$ cat src/rtl/pc_ctrl_pkg.sv
// Shared constants and FSM encoding for the RV32I program-counter controller.
// Build option: PC_MISALIGN_TRAP_EN (see pc_ctrl.sv).
package pc_ctrl_pkg;

  localparam int unsigned PC_XLEN        = 32;
  localparam int unsigned PC_CNT_W       = 16;
  localparam int unsigned PC_STEP_DEF    = 4;
  localparam int unsigned PC_BOOT_DELAY  = 2;
  localparam logic [31:0] PC_BOOT_ADDR   = 32'h0000_0000;
  localparam logic [31:0] PC_TRAP_VEC    = 32'h0000_0010;

  typedef enum logic [0:0] {
    PC_ST_BOOT = 1'b0,
    PC_ST_RUN  = 1'b1
  } pc_state_e;

endpackage

$ cat src/rtl/pc_ctrl_if.sv
// Fetch request channel between the PC controller and instruction memory.
interface pc_ctrl_if
  import pc_ctrl_pkg::*;
#(
  parameter int unsigned XLEN = PC_XLEN
);

  logic            fetch_valid;
  logic            fetch_ready;
  logic [XLEN-1:0] fetch_pc;
  logic [XLEN-1:0] pc_plus_step;

  modport master (
    output fetch_valid,
    output fetch_pc,
    output pc_plus_step,
    input  fetch_ready
  );

  modport slave (
    input  fetch_valid,
    input  fetch_pc,
    input  pc_plus_step,
    output fetch_ready
  );

endinterface

$ cat src/rtl/pc_ctrl.sv
// Program-counter controller: boot delay, sequential fetch, prioritised redirects, saved EPC.
// Build option PC_MISALIGN_TRAP_EN: misaligned redirect/mret targets trap and pulse misalign_err.
module pc_ctrl
  import pc_ctrl_pkg::*;
#(
  parameter int unsigned     XLEN       = PC_XLEN,
  parameter logic [XLEN-1:0] BOOT_ADDR  = XLEN'(PC_BOOT_ADDR),
  parameter int unsigned     PC_STEP    = PC_STEP_DEF,
  parameter logic [XLEN-1:0] TRAP_VEC   = XLEN'(PC_TRAP_VEC),
  parameter int unsigned     BOOT_DELAY = PC_BOOT_DELAY,
  parameter int unsigned     CNT_W      = PC_CNT_W
) (
  input  logic             clk,
  input  logic             rst_n,
  input  logic             stall,
  input  logic             redirect_valid,
  input  logic [XLEN-1:0]  redirect_target,
  input  logic             trap_req,
  input  logic             mret_req,
  output logic [XLEN-1:0]  epc,
  output logic [CNT_W-1:0] fetch_count,
`ifdef PC_MISALIGN_TRAP_EN
  output logic             misalign_err,
`endif
  pc_ctrl_if.master        fetch_if
);

  localparam int unsigned     BOOT_W    = $clog2(BOOT_DELAY + 1);
  localparam logic [BOOT_W-1:0] BOOT_LAST = BOOT_W'(BOOT_DELAY - 1);
  localparam logic [XLEN-1:0] LOW_MASK  = XLEN'(PC_STEP - 1);
  localparam logic [XLEN-1:0] STEP      = XLEN'(PC_STEP);

  pc_state_e        state_q, state_d;
  logic [BOOT_W-1:0] boot_cnt_q, boot_cnt_d;
  logic [XLEN-1:0]  pc_q, pc_d;
  logic [XLEN-1:0]  epc_q, epc_d;
  logic [CNT_W-1:0] count_q, count_d;
  logic             fetch_valid_c;
  logic             accept;
  logic [XLEN-1:0]  tgt;
`ifdef PC_MISALIGN_TRAP_EN
  logic             misalign_q, misalign_d;
`endif

  assign fetch_valid_c = (state_q == PC_ST_RUN) && !stall;

  // State register
  always_ff @(posedge clk or negedge rst_n) begin
    if (!rst_n) begin
      state_q    <= PC_ST_BOOT;
      boot_cnt_q <= '0;
      pc_q       <= BOOT_ADDR;
      epc_q      <= '0;
      count_q    <= '0;
`ifdef PC_MISALIGN_TRAP_EN
      misalign_q <= 1'b0;
`endif
    end else begin
      state_q    <= state_d;
      boot_cnt_q <= boot_cnt_d;
      pc_q       <= pc_d;
      epc_q      <= epc_d;
      count_q    <= count_d;
`ifdef PC_MISALIGN_TRAP_EN
      misalign_q <= misalign_d;
`endif
    end
  end

  // Next-state: boot countdown, then trap > mret > redirect > sequential step
  always_comb begin
    state_d    = state_q;
    boot_cnt_d = boot_cnt_q;
    pc_d       = pc_q;
    epc_d      = epc_q;
    count_d    = count_q;
    accept     = 1'b0;
    tgt        = mret_req ? epc_q : redirect_target;
`ifdef PC_MISALIGN_TRAP_EN
    misalign_d = 1'b0;
`endif
    case (state_q)
      PC_ST_BOOT: begin
        if (boot_cnt_q == BOOT_LAST) begin
          state_d = PC_ST_RUN;
        end else begin
          boot_cnt_d = boot_cnt_q + BOOT_W'(1);
        end
      end
      PC_ST_RUN: begin
        accept = fetch_valid_c && fetch_if.fetch_ready;
        if (accept) begin
          count_d = count_q + CNT_W'(1);
        end
        if (trap_req) begin
          epc_d = pc_q;
          pc_d  = TRAP_VEC;
        end else if (mret_req || redirect_valid) begin
`ifdef PC_MISALIGN_TRAP_EN
          if ((tgt & LOW_MASK) != '0) begin
            epc_d      = pc_q;
            pc_d       = TRAP_VEC;
            misalign_d = 1'b1;
          end else begin
            pc_d = tgt;
          end
`else
          pc_d = tgt & ~LOW_MASK;
`endif
        end else if (accept) begin
          pc_d = pc_q + STEP;
        end
      end
      default: state_d = PC_ST_BOOT;
    endcase
  end

  assign fetch_if.fetch_valid  = fetch_valid_c;
  assign fetch_if.fetch_pc     = pc_q;
  assign fetch_if.pc_plus_step = pc_q + STEP;
  assign epc                   = epc_q;
  assign fetch_count           = count_q;
`ifdef PC_MISALIGN_TRAP_EN
  assign misalign_err          = misalign_q;
`endif

endmodule

$ cat src/flat_wrapper.sv
// flat-port wrapper written by rule: the top's interface ports become plain ports
module pc_ctrl_flat import pc_ctrl_pkg::*;
#(
  parameter int unsigned     XLEN       = PC_XLEN,
  parameter logic [XLEN-1:0] BOOT_ADDR  = XLEN'(PC_BOOT_ADDR),
  parameter int unsigned     PC_STEP    = PC_STEP_DEF,
  parameter logic [XLEN-1:0] TRAP_VEC   = XLEN'(PC_TRAP_VEC),
  parameter int unsigned     BOOT_DELAY = PC_BOOT_DELAY,
  parameter int unsigned     CNT_W      = PC_CNT_W
)
  (clk, rst_n, stall, redirect_valid, redirect_target, trap_req, mret_req, epc, fetch_count, fetch_if_fetch_valid, fetch_if_fetch_pc, fetch_if_pc_plus_step, fetch_if_fetch_ready);
  pc_ctrl_if #(.XLEN(XLEN)) fetch_if_i ();
  input  logic clk;
  input  logic rst_n;
  input  logic stall;
  input  logic redirect_valid;
  input  logic [XLEN-1:0] redirect_target;
  input  logic trap_req;
  input  logic mret_req;
  output logic [XLEN-1:0] epc;
  output logic [CNT_W-1:0] fetch_count;
  output wire logic [$bits(fetch_if_i.fetch_valid)-1:0] fetch_if_fetch_valid;
  output wire logic [$bits(fetch_if_i.fetch_pc)-1:0] fetch_if_fetch_pc;
  output wire logic [$bits(fetch_if_i.pc_plus_step)-1:0] fetch_if_pc_plus_step;
  input wire logic [$bits(fetch_if_i.fetch_ready)-1:0] fetch_if_fetch_ready;
  assign fetch_if_fetch_valid = fetch_if_i.fetch_valid;
  assign fetch_if_fetch_pc = fetch_if_i.fetch_pc;
  assign fetch_if_pc_plus_step = fetch_if_i.pc_plus_step;
  assign fetch_if_i.fetch_ready = fetch_if_fetch_ready;
  pc_ctrl #(.XLEN(XLEN), .BOOT_ADDR(BOOT_ADDR), .PC_STEP(PC_STEP), .TRAP_VEC(TRAP_VEC), .BOOT_DELAY(BOOT_DELAY), .CNT_W(CNT_W)) u_core (.clk(clk), .rst_n(rst_n), .stall(stall), .redirect_valid(redirect_valid), .redirect_target(redirect_target), .trap_req(trap_req), .mret_req(mret_req), .epc(epc), .fetch_count(fetch_count), .fetch_if(fetch_if_i));
endmodule
$ cat config.mk
export PLATFORM = sky130hd
export DESIGN_NAME = pc_ctrl_flat
export DESIGN_NICKNAME = d
export VERILOG_FILES = /design/src/rtl/pc_ctrl_pkg.sv /design/src/rtl/pc_ctrl_if.sv /design/src/rtl/pc_ctrl.sv /design/src/flat_wrapper.sv
export SDC_FILE = /design/constraint.sdc
export NUM_CORES = 1
export LEC_CHECK = 0
export ABC_AREA = 1
export CAP_MARGIN = 20
export CORE_MARGIN = 2
export CORE_UTILIZATION = 47
export CTS_CLUSTER_DIAMETER = 100
export DETAILED_ROUTE_END_ITERATION = 10
export PLACE_DENSITY_LB_ADDON = 0.1
export SLEW_MARGIN = 20
export SYNTH_ARGS = -nofsm -noshare
export SYNTH_HDL_FRONTEND = slang
export SYNTH_SLANG_ARGS = --single-unit
$ cat constraint.sdc
create_clock -name clk -period 1.87 [get_ports clk]
set_input_delay 0.561 -clock clk [delete_from_list [all_inputs] [get_ports clk]]
set_output_delay 0.561 -clock clk [all_outputs]
set_load 0.005 [all_outputs]
==> results of run 1 <==
[state kept, by name (all words and copies together), names as in the netlist]
signal                    cells
u_core.boot_cnt_q             2
u_core.epc                   30
u_core.fetch_count           16
u_core.fetch_if.fetch_pc     30
u_core.state_q                1
[through the flow]
step	utilization	hold slack (ps)	instances	worst slack (ps)	instance area [µm²]
6_report	0.8705	145.4	1134	-654.4	8431
5_1_grt	0.8705	176.2	1134	-728.3	8431
4_1_cts	0.8252	166.9	1118	-622.0	7991
3_5_place_dp	0.7048	461.1	1012	-686.1	6825
3_3_place_gp	0.7048	460.2	1012	-600.7	6825
2_1_floorplan	-	265.4	678	53.35	4673
[cell families (layout without fill, tap and decap cells)]
family | Yosys count | in the layout | synth area share
mux | 2 | 2 | 0.004838
buf+inv | 83 | 406 | 0.07688
compound gates | 90 | 90 | 0.1016
other cells | 1 | 6 | 0.0008057
simple gates | 392 | 392 | 0.3398
fa+ha+maj | 3 | 3 | 0.008065
flops | 79 | 79 | 0.4247
xor+xnor | 23 | 23 | 0.04328
[worst max-delay path: stages, from the launching register on]
cell and delay [ps]:
sky130_fd_sc_hd__dfrtp_1 420, sky130_fd_sc_hd__nand2_1 130, sky130_fd_sc_hd__nor2_1 270, sky130_fd_sc_hd__nand2_2 160, sky130_fd_sc_hd__nor2_4 190, sky130_fd_sc_hd__buf_6 140
sky130_fd_sc_hd__nand2_4 50, sky130_fd_sc_hd__nand2_4 60, sky130_fd_sc_hd__nand2_1 40, sky130_fd_sc_hd__buf_2 120
[synthesized netlist by cell type]
cell type and instances:
sky130_fd_sc_hd__a21oi_1 14, sky130_fd_sc_hd__a31oi_4 1, sky130_fd_sc_hd__and2_1 1, sky130_fd_sc_hd__buf_1 4, sky130_fd_sc_hd__buf_2 7, sky130_fd_sc_hd__buf_4 6, sky130_fd_sc_hd__buf_6 2, sky130_fd_sc_hd__clkbuf_1 9
sky130_fd_sc_hd__conb_1 1, sky130_fd_sc_hd__dfrtp_1 79, sky130_fd_sc_hd__ha_1 3, sky130_fd_sc_hd__inv_1 54, sky130_fd_sc_hd__inv_2 1, sky130_fd_sc_hd__mux2_2 2, sky130_fd_sc_hd__nand2_1 223, sky130_fd_sc_hd__nand2_2 1
sky130_fd_sc_hd__nand2_4 1, sky130_fd_sc_hd__nand3_1 40, sky130_fd_sc_hd__nand3_4 1, sky130_fd_sc_hd__nand4_1 4, sky130_fd_sc_hd__nor2_1 112, sky130_fd_sc_hd__nor2_2 5, sky130_fd_sc_hd__nor2_4 1, sky130_fd_sc_hd__nor3_1 3
sky130_fd_sc_hd__o21ai_0 64, sky130_fd_sc_hd__o21ai_1 8, sky130_fd_sc_hd__o22a_1 1, sky130_fd_sc_hd__o22ai_1 2, sky130_fd_sc_hd__xnor2_1 7, sky130_fd_sc_hd__xor2_1 16
[metal layers]
| metal | vias up | wire (µm) | global-route usage |
|---|---|---|---|
| li1 | 2746 | - | - |
| met1 | 3040 | 7784 | 0.4210 |
| met2 | 528 | 10560 | 0.5837 |
| met3 | 166 | 2020 | 0.05916 |
| met4 | 0 | 1555 | 0.1815 |
| met5 | - | 0 | 0 |
[layout make-up]
class	instances	area share
multi-input cells	516	0.3382
clock buffers	9	0.01469
flip-flops and latches	79	0.2354
clock inverters	7	0.008756
repair buffers	335	0.3581
well taps	133	0.01974
inverters	55	0.02508
[path summary, 6_finish.rpt]
| check | startpoint | end | cells past startpoint |
|---|---|---|---|
| worst min register to register | u_core.fetch_count[15] | u_core.fetch_count[15] | 1 |
| worst min-delay path | rst_n | u_core.fetch_if.fetch_pc[5] | 1 |
| worst max-delay path | u_core.fetch_if.fetch_pc[14] | fetch_if_pc_plus_step[21] | 9 |
| worst max register to register | u_core.fetch_if.fetch_pc[4] | u_core.fetch_if.fetch_pc[28] | 20 |
| min in group clk | u_core.fetch_count[15] | u_core.fetch_count[15] | 1 |
| max in group asynchronous | rst_n | u_core.fetch_if.fetch_pc[20] | 2 |
[power breakdown]
| part | switching [W] | internal [W] | total [W] |
|---|---|---|---|
| Clock | 0.000740 | 0.000620 | 0.00136 |
| Sequential | 0.000157 | 0.00188 | 0.00204 |
| Combinational | 0.000830 | 0.000936 | 0.00177 |
[repair_timing]
action,in CTS,in global routing
hold buffers,0,0
pin swaps,43,38
setup endpoints to repair,68,69
resized for setup,262,120
setup buffers,93,38
==> impl_summary.log, run 1 <==
INFO  metric powerDensity = just over 600 nW/µm²
INFO  metric die_height = 103.5 µm
INFO  metric postSynthCellCount = ~670
INFO  metric final-setup-viol-count = 39
INFO  metric synth-seq-area-share = 0.4247
INFO  metric core = between 9000 and 10000 µm²
INFO  metric grt_antenna_before_repair = 0
INFO  metric critical_path_at = between 1500 and 2000 ps
INFO  metric final_antenna_net_count = 0
INFO  metric outcome = finished with violations
INFO  metric floorplan.die_area = roughly 11000 µm²
INFO  metric critPathLaunchType = register
INFO  metric ys_top_cells_by_area = sky130_fd_sc_hd__dfrtp_1 42%, sky130_fd_sc_hd__nand2_1 18%, sky130_fd_sc_hd__nor2_1 9.0%
INFO  metric ys_seq_elements = 79
INFO  metric first_global_vias = approximately 6200
INFO  metric timing.critical_path.to_type = output port
INFO  metric area.sequential = a little under 2000 µm²
INFO  metric timing.final.ws_setup = -654.4 ps
INFO  metric finalCritPeriodShare = 1.350
INFO  metric drt_wl_total = approximately 22000 µm
INFO  metric top_library_cells_by_usage_in_the_layout_fill_and_taps_aside = 178 x sky130_fd_sc_hd__nand2_1, 131 x sky130_fd_sc_hd__buf_4, 97 x sky130_fd_sc_hd__nor2_1
INFO  metric f_max = 396.1 MHz
INFO  metric worst_path_class_setup = register to output port
INFO  metric most_common_cell_after_layout_fill_and_taps_aside = sky130_fd_sc_hd__nand2_1
INFO  metric grt_use_total = 0.3444
INFO  metric finalWorstPathRequiredPeriod = about 2500 ps
INFO  metric nFillCells = 477
INFO  metric first_iter_violations = 700
INFO  metric hold_viol_final = 0
INFO  metric clk-insertion-delay-late = ~380 ps
INFO  metric drt_pre_antenna_iters = 7
INFO  metric post-route-drc-count = 0
INFO  metric power.ir.vdd_worst = between 0.4 and 0.5 mV
INFO  metric min-delay-path-class = input pin to asynchronous set/reset pin
INFO  metric wl_per_cell = approximately 19 µm
INFO  metric timing.clock.skew = 13.01 ps
INFO  metric io_pins = between 150 and 200
INFO  metric layout.nets = a little over 1000
INFO  metric layout-drive-gt1-share = 0.3526
INFO  metric multiInputGateArea = 2851 µm²
INFO  metric tritoncts = built
INFO  metric timing.max_cap.violations = 0
INFO  metric via_count = between 6000 and 7000
INFO  metric report.power.total = 0.005167 W
INFO  metric antenna_cells_inserted = 0
INFO  metric syn_area = approximately 4700 µm²
INFO  metric grt.overflow.total = 0
INFO  metric vias_per_cell = between 5 and 6
INFO  metric cts_buffers = 9
INFO  metric failed_checks = setup timing
INFO  metric timing_worst_slew_pin_value = about 520 ps
INFO  metric clk_transition_reported_paths = 90 ps
INFO  metric layout-area-overhead-vs-synth = 81.13%
INFO  metric postSynthAreaPerCell = ~7 µm²
INFO  metric slew_viol_final = 0
INFO  metric hpwl = roughly 11000 µm
INFO  metric max_slew_margin = 0.6515
INFO  metric clock-sinks = 79
INFO  metric netlist-cell-type-count = 30
INFO  metric crit_required = approximately 1300 ps
INFO  metric die_w = ~100 µm
INFO  metric cts.htree.levels = 3
INFO  metric grt_first_pass_wirelength = ~30000 µm
INFO  metric routabilityCongestion = ~0.92
INFO  metric clock_tree.root_cell = sky130_fd_sc_hd__clkbuf_8
INFO  metric synth_top_area_cell = sky130_fd_sc_hd__dfrtp_1
INFO  metric p_leak = between 4 and 5 nW
INFO  metric core.rowCount = 36
INFO  metric start_util = 0.4806
INFO  metric yosys_warnings = 0
INFO  metric finalSetupTns = -16290 ps
INFO  metric critical_path_peak_fanout = 3
INFO  metric grt_setup_unrepaired = true
INFO  metric grt_max_degree = 37
INFO  metric cts.path.max_buffers = 2
INFO  metric rrSetupSlack = -620 ps
INFO  metric synth.top_cell.area_share = 0.4247
INFO  metric port-buffer-count = between 100 and 150
No activity file was read; power rests on OpenSTA's default activity.
==> inputs of run 2 (changes only) <==
--- a/config.mk
+++ b/config.mk
@@ -11,6 +11,7 @@
 export CORE_UTILIZATION = 47
 export CTS_CLUSTER_DIAMETER = 100
 export DETAILED_ROUTE_END_ITERATION = 10
+export MAX_ROUTING_LAYER = met4
 export PLACE_DENSITY_LB_ADDON = 0.1
 export SLEW_MARGIN = 20
 export SYNTH_ARGS = -nofsm -noshare
==> constraint.sdc (replaced) <==
create_clock -name clk -period 1.87 [get_ports clk]
set_input_delay 0.561 -clock clk [delete_from_list [all_inputs] [get_ports clk]]
set_output_delay 0.561 -clock clk [all_outputs]
set_load 0.01 [all_outputs]
==> impl_summary.log, run 2 (synthesis results as in run 1) <==
INFO  metric outcome = finished with violations
INFO  metric failed_checks = setup timing
INFO  metric powerDensity = 629.9 nW/µm² (+2.8%)
INFO  metric core.rowCount = 36 (unchanged)
INFO  metric tritoncts = built
INFO  metric routabilityCongestion = 0.8969 (-2.4%)
INFO  metric timing.critical_path.to_type = output port
INFO  metric grt_use_total = 0.3227 (-0.02169)
INFO  metric p_leak = 4.129 nW (-1.8%)
INFO  metric timing.clock.skew = 10.49 ps (-2.516 ps)
INFO  metric port-buffer-count = 143 (unchanged)
INFO  metric rrSetupSlack = 140 ps (+760 ps)
INFO  metric routed-wl-met2 = 8447 µm (-20%)
INFO  metric place.detailed.instances = 1017 (+0.49%)
INFO  metric layout.nets = 989 (-4.7%)
INFO  metric via_count = 5612 (-13%)
INFO  metric cts.htree.levels = 3 (unchanged)
INFO  metric clk_transition_reported_paths = 80 ps (about the same)
INFO  metric antenna_cells_inserted = 0 (unchanged)
INFO  metric grt_antenna_before_repair = 0 (unchanged)
INFO  metric final.hold.worst_slack = 144.2 ps (-1.221 ps)
INFO  metric die_height = 103.5 µm (unchanged)
INFO  metric worst_path_class_setup = register to output port
INFO  metric hpwl = 11290 µm (+0.93%)
INFO  metric fin_cells = 1085 (-4.3%)
INFO  metric critical_path_peak_fanout = 3 (unchanged)
INFO  metric grt_max_degree = 39 (+5.4%)
INFO  metric cts-hold-fix-buffers = 0 (unchanged)
INFO  metric floorplan.die_area = 10720 µm² (unchanged)
INFO  metric timing_worst_slew_pin_value = 502.3 ps (-20.36 ps)
INFO  metric final_antenna_net_count = 0 (unchanged)
INFO  metric start_util = 0.4806 (unchanged)
INFO  metric vias_per_cell = 5.172 (-9.5%)
INFO  metric clk-insertion-delay-late = 380 ps (about the same)
INFO  metric timing.max_cap.violations = 0 (unchanged)
INFO  metric r2r_cells = 12 (-40%)
INFO  metric wl_per_cell = 15.76 µm (-18%)
INFO  metric most_common_cell_after_layout_fill_and_taps_aside = sky130_fd_sc_hd__nand2_1
INFO  metric crit_required = 1310 ps (about the same)
INFO  metric grt_setup_unrepaired = true
INFO  metric hold_viol_final = 0 (unchanged)
INFO  metric first_global_vias = 5547 (-10%)
INFO  metric io_pins = 152 (unchanged)
INFO  metric critPathLaunchType = register
INFO  metric top_library_cells_by_usage_in_the_layout_fill_and_taps_aside = 186 x sky130_fd_sc_hd__nand2_1, 125 x sky130_fd_sc_hd__buf_4, 94 x sky130_fd_sc_hd__nor2_1
INFO  metric critical_path_at = 1890 ps (-70 ps)
INFO  metric dpl_cell_area = 6838 µm² (+0.18%)
INFO  metric clock-sinks = 79 (unchanged)
INFO  metric final-setup-viol-count = 28 (-28%)
INFO  metric post-route-drc-count = 0 (unchanged)
INFO  metric drt_pre_antenna_iters = 6 (-1)
INFO  metric cts.path.max_buffers = 2 (unchanged)
INFO  metric power.ir.vdd_worst = 0.4572 mV (-2.6%)
INFO  metric finalCritPeriodShare = 1.309 (-0.04091)
INFO  metric drt_wl_total = 17110 µm (-22%)
INFO  metric cts_buffers = 9 (unchanged)
INFO  metric stdcell_area = 7761 µm² (-7.9%)
INFO  metric detailroute.wirelength.met3 = 1192 µm (-41%)
INFO  metric timing.final.ws_setup = -577.9 ps (+76.50 ps)
INFO  metric finalWorstPathRequiredPeriod = 2448 ps (-76.50 ps)
INFO  metric slew_viol_final = 0 (unchanged)
INFO  metric wl_met1 = 6975 µm (-10%)
INFO  metric grt_first_pass_wirelength = 27030 µm (-9.3%)
INFO  metric layout-drive-gt1-share = 0.3120 (-0.04067)
INFO  metric clock_tree.root_cell = sky130_fd_sc_hd__clkbuf_8
INFO  metric max_slew_margin = 0.6651 (+0.01358)
INFO  metric layout-area-overhead-vs-synth = 66.75%
INFO  metric maxUsedRoutingLayer = met4
INFO  metric first_iter_violations = 400 (-43%)
INFO  metric grt.overflow.total = 0 (unchanged)
INFO  metric die_w = 103.5 µm (unchanged)
INFO  metric nFillCells = 692 (+45%)
INFO  metric report.power.total = 0.004889 W (-5.4%)
INFO  metric f_max = 408.5 MHz (+3.1%)
INFO  metric min-delay-path-class = input pin to asynchronous set/reset pin
INFO  metric core = 9684 µm² (unchanged)
==> run 2: changes by cell type in the layout (fill, tap and decap cells not counted), moves of 5 or more <==
cell | previous run | this run
sky130_fd_sc_hd__buf_12 | 7 | 2
sky130_fd_sc_hd__dlymetal6s2s_1 | 8 | 18
sky130_fd_sc_hd__dlygate4sd2_1 | 16 | 45
sky130_fd_sc_hd__nand2_1 | 178 | 186
sky130_fd_sc_hd__nand3_1 | 24 | 29
sky130_fd_sc_hd__buf_4 | 131 | 125
sky130_fd_sc_hd__clkdlybuf4s50_1 | 74 | 37
sky130_fd_sc_hd__nand2_4 | 19 | 10
sky130_fd_sc_hd__clkdlybuf4s15_1 | 10 | 2
sky130_fd_sc_hd__buf_6 | 59 | 26
==> run 2: final timing paths <==
check | startpoint | endpoint
max in group asynchronous | rst_n | u_core.fetch_if.fetch_pc[24]
setup reg to reg | u_core.fetch_if.fetch_pc[3] | u_core.fetch_if.fetch_pc[16]
setup / recovery | u_core.fetch_if.fetch_pc[3] | fetch_if_pc_plus_step[22]
hold reg to reg | u_core.fetch_count[15] | u_core.fetch_count[15]
min in group clk | u_core.fetch_count[15] | u_core.fetch_count[15]
hold / removal | rst_n | u_core.epc[3]
==> run 2: repair_timing <==
action / in CTS / in global routing
gates cloned: 0 / 0
gates resized for setup: 264 / 104
pin swaps: 26 / 38
setup buffers: 56 / 14
setup endpoints to repair: 95 / 58
==> run 2: cell type report <==
class / count / area, µm² / area share
multi-input combinational: 516 / 2778 / 0.3579
inverter: 55 / 211.5 / 0.02724
tap: 133 / 166.4 / 0.02144
sequential: 79 / 1979 / 0.2550
clock buffer: 11 / 131.4 / 0.01693
timing repair buffer: 286 / 2436 / 0.3139
clock inverter: 5 / 58.81 / 0.007577
==> run 2: per-stage QoR <==
stage               utilization  TNS, ps  setup slack, ps
global placement         0.7061   -18820           -604.8
CTS                      0.7742   -12690           -560.0
detailed placement       0.7061   -20890           -649.5
finish                   0.8014   -12530           -577.9
floorplan                     -   -23.88           -8.202
global route             0.8014   -14810           -651.2
==> run 2: routing by layer <==
metal / vias up / GRT usage
met2: 243 / 0.5147
met4: 0 / 0.1255
met1: 2684 / 0.4039
met5: - / -
met3: 46 / 0.07048
li1: 2639 / -
==> run 2: power breakdown <==
part,switching [W],total [W],internal [W]
clock network,0.000691,0.00131,0.000618
logic,0.000786,0.00154,0.000749
registers,0.000161,0.00204,0.00188
==> run 2: critical path, stage by stage, from the launching register on <==
cell,delay [ps]
sky130_fd_sc_hd__dfrtp_1,430
sky130_fd_sc_hd__ha_4,200
sky130_fd_sc_hd__nand2_4,60
sky130_fd_sc_hd__nor2_4,120
sky130_fd_sc_hd__nand2_4,90
sky130_fd_sc_hd__nor2_4,110
sky130_fd_sc_hd__buf_6,120
sky130_fd_sc_hd__buf_6,110
sky130_fd_sc_hd__nand2_4,60
sky130_fd_sc_hd__nand2_4,50
sky130_fd_sc_hd__nand2_1,40
sky130_fd_sc_hd__buf_2,130
